`config.mk`:
```
export PLATFORM = sky130hd
export DESIGN_NAME = tile_clk_rst_seq
export DESIGN_NICKNAME = d
export VERILOG_FILES = /design/src/rtl/tile_clk_rst_seq_pkg.sv /design/src/rtl/tile_clk_rst_seq.sv
export SDC_FILE = /design/constraint.sdc
export NUM_CORES = 1
export LEC_CHECK = 0
export CORE_ASPECT_RATIO = 1.2
export CORE_MARGIN = 5
export CORE_UTILIZATION = 40
export DETAILED_ROUTE_END_ITERATION = 8
export PLACE_DENSITY = 0.76
export SETUP_SLACK_MARGIN = 0.02
export SLEW_MARGIN = 10
export SYNTH_ARGS = -nofsm -noshare
export SYNTH_HDL_FRONTEND = slang
export SYNTH_SLANG_ARGS = --single-unit
```
`constraint.sdc`:
```
create_clock -name clk_i -period 2.9 [get_ports clk_i]
set_input_delay 0.29 -clock clk_i [delete_from_list [all_inputs] [get_ports clk_i]]
set_output_delay 0.29 -clock clk_i [all_outputs]
set_load 0.01 [all_outputs]
```
`src/rtl/tile_clk_rst_seq_pkg.sv`:
```
// Types shared by the tile clock/reset sequencer, its register front-end and the bench.
package tile_clk_rst_seq_pkg;

   typedef enum logic [1:0] {
      OP_NOP = 2'd0,
      OP_ON  = 2'd1,
      OP_OFF = 2'd2,
      OP_RST = 2'd3
   } tile_seq_op_e;

   typedef enum logic [2:0] {
      ST_IDLE   = 3'd0,
      ST_SETTLE = 3'd1,
      ST_HOLD   = 3'd2,
      ST_DRAIN  = 3'd3,
      ST_DONE   = 3'd4
   } tile_seq_state_e;

   function automatic int unsigned max3(input int unsigned a, input int unsigned b,
                                        input int unsigned c);
      int unsigned m;
      m = (a > b) ? a : b;
      return (m > c) ? m : c;
   endfunction

   // Reload value for a down-counter phase that lasts n cycles (terminal count 0).
   function automatic int unsigned phase_load(input int unsigned n);
      return (n > 1) ? n - 1 : 0;
   endfunction

endpackage

```
`src/rtl/tile_clk_rst_seq.sv`:
```
// Per-tile clock-enable / reset sequencer: one shared FSM runs ON, OFF (drain) and RST (drain)
// commands against a single addressed tile while every other tile's outputs hold.
module tile_clk_rst_seq
   import tile_clk_rst_seq_pkg::*;
#(
   parameter int unsigned NumTiles        = 16,
   parameter int unsigned ClkSettleCycles = 4,
   parameter int unsigned RstCycles       = 8,
   parameter int unsigned IdleTimeout     = 1024,
   localparam int unsigned IdxWidth       = (NumTiles > 1) ? $clog2(NumTiles) : 1
) (
   input  logic                clk_i,
   input  logic                rst_ni,
   input  logic                cmd_valid_i,
   output logic                cmd_ready_o,
   input  tile_seq_op_e        cmd_op_i,
   input  logic [IdxWidth-1:0] cmd_tile_i,
   output logic                rsp_valid_o,
   output logic                rsp_err_o,
   input  logic [NumTiles-1:0] tile_idle_i,
   output logic [NumTiles-1:0] tile_clk_en_o,
   output logic [NumTiles-1:0] tile_rst_no,
   output logic [NumTiles-1:0] tile_on_o
);

   localparam int unsigned CntMax   = max3(ClkSettleCycles, RstCycles, IdleTimeout);
   localparam int unsigned CntWidth = $clog2(CntMax + 1);

   typedef logic [CntWidth-1:0] cnt_t;

   localparam cnt_t SettleLoad = cnt_t'(phase_load(ClkSettleCycles));
   localparam cnt_t HoldLoad   = cnt_t'(phase_load(RstCycles));
   // The drain window is one cycle shorter than IdleTimeout so the timeout response
   // itself lands on cycle T+IdleTimeout.
   localparam cnt_t DrainLoad  = cnt_t'((IdleTimeout > 2) ? IdleTimeout - 2 : 0);

   tile_seq_state_e     state;
   tile_seq_op_e        op_q;
   cnt_t                cnt;
   logic [NumTiles-1:0] tgt_mask;

   logic                accept;
   logic                cmd_in_range;
   logic                cmd_tile_on;
   logic                tgt_idle;
   logic [NumTiles-1:0] cmd_mask;

   assign accept       = cmd_valid_i && cmd_ready_o;
   assign cmd_in_range = 32'(cmd_tile_i) < NumTiles;
   assign cmd_mask     = cmd_in_range ? (NumTiles'(1) << cmd_tile_i) : '0;
   assign cmd_tile_on  = |(tile_on_o & cmd_mask);
   assign tgt_idle     = |(tile_idle_i & tgt_mask);

   always_ff @(posedge clk_i) begin
      // NOTE: reset is sampled synchronously and wins over any sequence in flight; the
      // interrupted command is simply dropped, so no response pulse is produced for it.
      if (!rst_ni) begin
         state         <= ST_IDLE;
         op_q          <= OP_NOP;
         cnt           <= '0;
         tgt_mask      <= '0;
         cmd_ready_o   <= 1'b0;
         rsp_valid_o   <= 1'b0;
         rsp_err_o     <= 1'b0;
         tile_clk_en_o <= '0;
         tile_rst_no   <= '0;
         tile_on_o     <= '0;
      end else begin
         rsp_valid_o <= 1'b0;
         rsp_err_o   <= 1'b0;

         unique case (state)
            ST_IDLE: begin
               cmd_ready_o <= 1'b1;
               if (accept) begin
                  cmd_ready_o <= 1'b0;
                  op_q        <= cmd_op_i;
                  tgt_mask    <= cmd_mask;
                  unique case (cmd_op_i)
                     OP_ON: begin
                        if (!cmd_in_range || cmd_tile_on) begin
                           state       <= ST_DONE;
                           rsp_valid_o <= 1'b1;
                           rsp_err_o   <= !cmd_in_range;
                        end else begin
                           tile_clk_en_o <= tile_clk_en_o | cmd_mask;
                           if (ClkSettleCycles > 0) begin
                              state <= ST_SETTLE;
                              cnt   <= SettleLoad;
                           end else begin
                              state <= ST_HOLD;
                              cnt   <= HoldLoad;
                           end
                        end
                     end
                     OP_OFF, OP_RST: begin
                        if (!cmd_in_range || !cmd_tile_on) begin
                           // Turning off an off tile is harmless; resetting one is an error.
                           state       <= ST_DONE;
                           rsp_valid_o <= 1'b1;
                           rsp_err_o   <= !cmd_in_range || (cmd_op_i == OP_RST);
                        end else if (IdleTimeout > 1) begin
                           state <= ST_DRAIN;
                           cnt   <= DrainLoad;
                        end else begin
                           state       <= ST_DONE;
                           rsp_valid_o <= 1'b1;
                           rsp_err_o   <= 1'b1;
                        end
                     end
                     default: begin
                        state       <= ST_DONE;
                        rsp_valid_o <= 1'b1;
                     end
                  endcase
               end
            end

            ST_SETTLE: begin
               if (cnt == '0) begin
                  state <= ST_HOLD;
                  cnt   <= HoldLoad;
               end else begin
                  cnt <= cnt - 1'b1;
               end
            end

            ST_DRAIN: begin
               if (tgt_idle) begin
                  state       <= ST_HOLD;
                  cnt         <= HoldLoad;
                  tile_rst_no <= tile_rst_no & ~tgt_mask;
                  tile_on_o   <= tile_on_o & ~tgt_mask;
               end else if (cnt == '0) begin
                  state       <= ST_DONE;
                  rsp_valid_o <= 1'b1;
                  rsp_err_o   <= 1'b1;
               end else begin
                  cnt <= cnt - 1'b1;
               end
            end

            ST_HOLD: begin
               if (cnt == '0) begin
                  state       <= ST_DONE;
                  rsp_valid_o <= 1'b1;
                  if (op_q == OP_OFF) begin
                     tile_clk_en_o <= tile_clk_en_o & ~tgt_mask;
                  end else begin
                     tile_rst_no <= tile_rst_no | tgt_mask;
                     tile_on_o   <= tile_on_o | tgt_mask;
                  end
               end else begin
                  cnt <= cnt - 1'b1;
               end
            end

            ST_DONE: begin
               state       <= ST_IDLE;
               cmd_ready_o <= 1'b1;
            end

            default: begin
               state       <= ST_IDLE;
               cmd_ready_o <= 1'b0;
            end
         endcase
      end
   end

   // A tile must never leave reset while its clock is gated.
   rst_needs_clk_a: assert property (@(posedge clk_i) disable iff (!rst_ni)
      (tile_rst_no & ~tile_clk_en_o) == '0);

endmodule

```
Word level (Yosys, flattened, before mapping)
Cells that the tools add are included.

Add/sub/neg operators: 1. Equality and inequality tests: 19. Shifts and indexed selects: 1. Multiplexer cells: 43. Bitwise gates (word level): 9. Reductions and logical operators: 15.

Operator list (count): $mux W16 (11); $pmux W16 S2 (3); $and A16 B16 Y16 (5); $mux W11 (6); $or A16 B16 Y16 (3); $pmux W11 S4 (1); $reduce_or A16 Y1 (2); $pmux W11 S2 (1); $mux W3 (6); $not A16 Y16 (1); $shl A1 B4 Y16 const A (1); $ne A2 B2 Y1 const B (7); $pmux W3 S4 (1); $logic_not A11 Y1 (1); $sub A11 B1 Y11 const B (1); $mux W1 (9); $eq A2 B2 Y1 const B (3); $eq A3 B2 Y1 const B (2); $ne A3 B3 Y1 const B (2); $pmux W1 S3 (2); $pmux W3 S2 (1); $reduce_and A6 Y1 (1); $reduce_and A5 Y1 (1); $pmux W1 S2 (2); other kinds (13) (15).

Flip-flop bits (word level): 83. Input bits: 25.

Logic depth before layout (Yosys ltp)
Depth after elaboration: 7. Gate-level depth with buffers: 11. Gate-level depth less buffers: 10.

Worst setup path after synthesis
No wires, ideal clock.

Path kind: input-to-reg. From: input cmd_tile_i[2]. To: register cnt[4]. Library setup time: 116 ps. Data arrival time: 2033 ps. Data required time: 2784 ps. Setup slack: 751 ps. Cell stages on the path: 8. Cells stage by stage: clkbuf_2 > nand2b_1 > a221oi_1 > or4_1 > and4b_1 > buf_6 > a221o_1 > o211a_1.

Word-level cells in the longest chain between the ends: 5. Elaborated cells on any way between the ends: 6.

Ends and longest elaborated chain: start: declaration (line tile_clk_rst_seq.sv:17) `input logic [IdxWidth-1:0] cmd_tile_i,`; $shl A1 B4 Y16 (*) (line tile_clk_rst_seq.sv:50) `assign cmd_mask = cmd_in_range ? (NumTiles'(1) << cmd_tile_i) : '0;`; $and A16 B16 Y16 (*) (line tile_clk_rst_seq.sv:51) `assign cmd_tile_on = |(tile_on_o & cmd_mask);`; $reduce_or A16 Y1 (*) (line tile_clk_rst_seq.sv:51); $ne A3 B3 Y1 (no source line); $reduce_and A5 Y1 (no source line) (*); end signal: assignment (line tile_clk_rst_seq.sv:89) `cnt <= SettleLoad;`; end signal: assignment (line tile_clk_rst_seq.sv:92) `cnt <= HoldLoad;`; end signal: assignment (line tile_clk_rst_seq.sv:104) `cnt <= DrainLoad;`; end: declaration (line tile_clk_rst_seq.sv:39) `cnt_t cnt;`.

Every way passes the cells marked *; elsewhere a longest branch is shown, timed or not. A chain may end at the register's enable or synchronous reset.

Worst setup path after layout
From: input cmd_tile_i[1]. To: register cnt[2].

The elaborated chain is that of the path after synthesis.

==> results.sh <==
export IMPL_power_density_nw_per_um2=502
export IMPL_crit_arrival_ns=2.78
export IMPL_required_ns=3.15
export IMPL_final_nets=498
export IMPL_dieArea_um2=10400
export IMPL_syn_to_final_growth_pct=30.0
export IMPL_fin_crit_ns=2.53
export IMPL_synth_top_family_by_area="compound AO/OA/AOI/OAI gates"
export IMPL_regToRegEndpoint="tile_clk_en_o[7]"
export IMPL_synthSimpleGateAreaFrac_pct=20.0
export IMPL_fin_hold_ws_ns=0.437
export IMPL_final_hold_violation_count=0
export IMPL_synth_cells=409
export IMPL_num_io_pins=76
export IMPL_finClkSkew_ns=0.0128
export IMPL_synth_cell_types=50
export IMPL_routed_via_density=5.88
export IMPL_cts_htree_levels=3
export IMPL_grt_pass1_wl_um=16800
export IMPL_first_pass_iters=5
export IMPL_cts_tree="yes"
export IMPL_rows=36
export IMPL_grt_use_total_pct=20.1
export IMPL_wirelength_um=10600
export IMPL_power_net_switching_mw=0.652
export IMPL_synthArstFlopShare_pct=0
export IMPL_power_leakage_nw=1.61
export IMPL_n_antenna_cell=0
export IMPL_r2r_setup_slack_ns=0.46
export IMPL_intPower_mw=1.57
export IMPL_ys_flop_type="dfxtp_1"
export IMPL_syn_nets=436
export IMPL_hold_end="cnt[10]"
export IMPL_yosys_warnings=0
export IMPL_gr_total_overflow=0
export IMPL_slew_headroom_pct=55.7
export IMPL_seq_area_frac_synth_pct=39.5
export IMPL_synth_edf_count=0
export IMPL_min_from="cnt[10]"
export IMPL_critPathMaxFanout=9
export IMPL_place_area_um2=4210
export IMPL_power_frac_comb_pct=18.1
export IMPL_ctsHoldBuffers=0
export IMPL_die_h_um=111
export IMPL_antenna_found_initial=0
export IMPL_synth_avg_cell_area_um2=8.31
export IMPL_cts_sinks=67
export IMPL_yosysTopAreaCellShare_pct=39.5
export IMPL_synthMuxAreaShare_pct=1.91
export IMPL_tightest_slew_ns=0.659
export IMPL_core_area_um2=8200
export IMPL_synthMostInstantiatedCell="dfxtp_1"
export IMPL_r2r_start="state[1]"
export IMPL_tns_ns=0
export IMPL_grt_pass1_vias=3435
export IMPL_r2r_cells=4
export IMPL_vdd_ir_drop_worst_v=0.000254
export IMPL_slew_viol_final=0
export IMPL_startpoint_type="input port"
export IMPL_yosys_register_bits=67
export IMPL_hold_class="reg -> reg"
export IMPL_synth_adder_area_share_pct=0.736
export IMPL_routabilityCongestion=0.960
export IMPL_finalSetupViolCount=0
export IMPL_ys_top_cells_by_area="dfxtp_1 39%, a21oi_1 8.0%, a21bo_2 4.7%"
export IMPL_path_clk_slew_ns=0.08
export IMPL_clkPwrFrac_pct=37.8
export IMPL_synth_compound_area_share_pct=30.0
export IMPL_cts_buffers=9
export IMPL_port_buffers=75
export IMPL_cts_resized=0
export IMPL_die_w_um=94.1
export IMPL_status="finished, final reports clean"
export IMPL_end_kind="flip-flop"
export IMPL_vias=3472
export IMPL_final_area_um2=4420
export IMPL_rsz0062_at_grt="false"
export IMPL_clk_latency_ns=0.35
export IMPL_worstSetupPathType="in -> reg"
export IMPL_root_buffer="clkbuf_8"
export IMPL_pwr_share_seq_pct=44.1
export IMPL_drc=0
export IMPL_synth_area_um2=3400
export IMPL_avgRoutedWirePerCell_um=17.9
export IMPL_drt_iter0_drc=235
export IMPL_yosysTopAreaCell="dfxtp_1"
export IMPL_pre_cts_ws_ns=0.0158
export IMPL_antenna_left=0
export IMPL_drive_above_1_share_pct=12.4
export IMPL_min_path_cells=2
export IMPL_yosys_area_share_xor_xnor_pct=0.258
export IMPL_netlist_top_cells_count="67 x dfxtp_1, 54 x a21oi_1, 30 x nor2_1"
export IMPL_clock_fmax_mhz=396
export IMPL_postCtsSetupBuffers=0
export IMPL_finalWorstSetupSlack_ns=0.374
export IMPL_hpwl_um=7760
export IMPL_clk_path_buf_depth=2
export IMPL_grt_max_degree=35
export IMPL_start_util_pct=41.5
export IMPL_cap_viol_max_count=0
export IMPL_fin_crit_sh_pct=87.1
export IMPL_swShare_pct=29.4
==> worst max-delay path by stage <==
stage	start	end	slack [ns]
final	cmd_tile_i[1]	cnt[2]	0.37
after global routing	cmd_tile_i[1]	cnt[6]	0.21
after CTS	cmd_tile_i[1]	cnt[2]	0.42
after detailed placement	cmd_tile_i[1]	cnt[2]	0.02
after global placement	cmd_tile_i[2]	cnt[7]	0.11
after floorplan	cmd_tile_i[2]	cnt[4]	0.75
==> metrics by stage <==
stage / util [%] / power [mW] / cells
6_report: 53.9 / 2.22 / 590
5_1_grt: 53.9 / 2.30 / 590
4_1_cts: 53.9 / 2.21 / 590
3_5_place_dp: 51.3 / 1.39 / 574
3_3_place_gp: 51.3 / 1.38 / 574
2_1_floorplan: - / 1.25 / 409
==> per-layer routing <==
| metal | share of wire [%] | routed length, µm | vias to the layer above | GRT usage (%) |
|---|---|---|---|---|
| li1 | - | - | 1627 | - |
| met1 | 39 | 4160 | 1628 | 24.3 |
| met2 | 49 | 5190 | 181 | 32.7 |
| met3 | 6.8 | 717 | 36 | 3.05 |
| met4 | 4.7 | 499 | 0 | 13.1 |
| met5 | 0 | 0 | - | 0 |
==> cell type report <==
class | count | area (µm²)
Fill cell | 787 | 3780
Multi-Input combinational cell | 292 | 1810
Sequential cell | 67 | 1340
Timing Repair Buffer | 93 | 886
Clock buffer | 12 | 165
Tap cell | 114 | 143
Clock inverter | 4 | 47.5
Inverter | 8 | 30.0
==> power groups by stage <==
stage,sequential [mW],clock [mW],combinational [mW]
after global placement,0.997,0,0.384
after CTS,0.977,0.843,0.395
after floorplan,0.985,0,0.264
after global routing,0.981,0.882,0.439
final,0.978,0.837,0.402
after detailed placement,0.998,0,0.393
==> critical path, stage by stage <==
cell and delay [ns]:
clkdlybuf4s50_1 0.57, buf_4 0.16, mux2i_1 0.26, o22ai_1 0.11
o21ai_0 0.20, and4b_1 0.50, a221o_1 0.40, nor2_1 0.07
a211oi_1 0.22
==> cells by family after synthesis <==
kind of cell	after synthesis
simple gates	137
xor+xnor	1
flops	67
fa+ha+maj	2
buf+inv	50
compound gates	146
mux	6
==> layout by cell type, fill, tap and decap left out, types with 16 or more instances in the layout <==
cell	n
nand2_1	28
a21oi_1	53
a21bo_2	16
a211oi_1	19
clkdlybuf4s50_1	75
buf_4	18
dfxtp_1	67
nand3_1	18
nor2_1	30
nor3_1	23
Note: power is estimated with default switching activity, not from simulation.
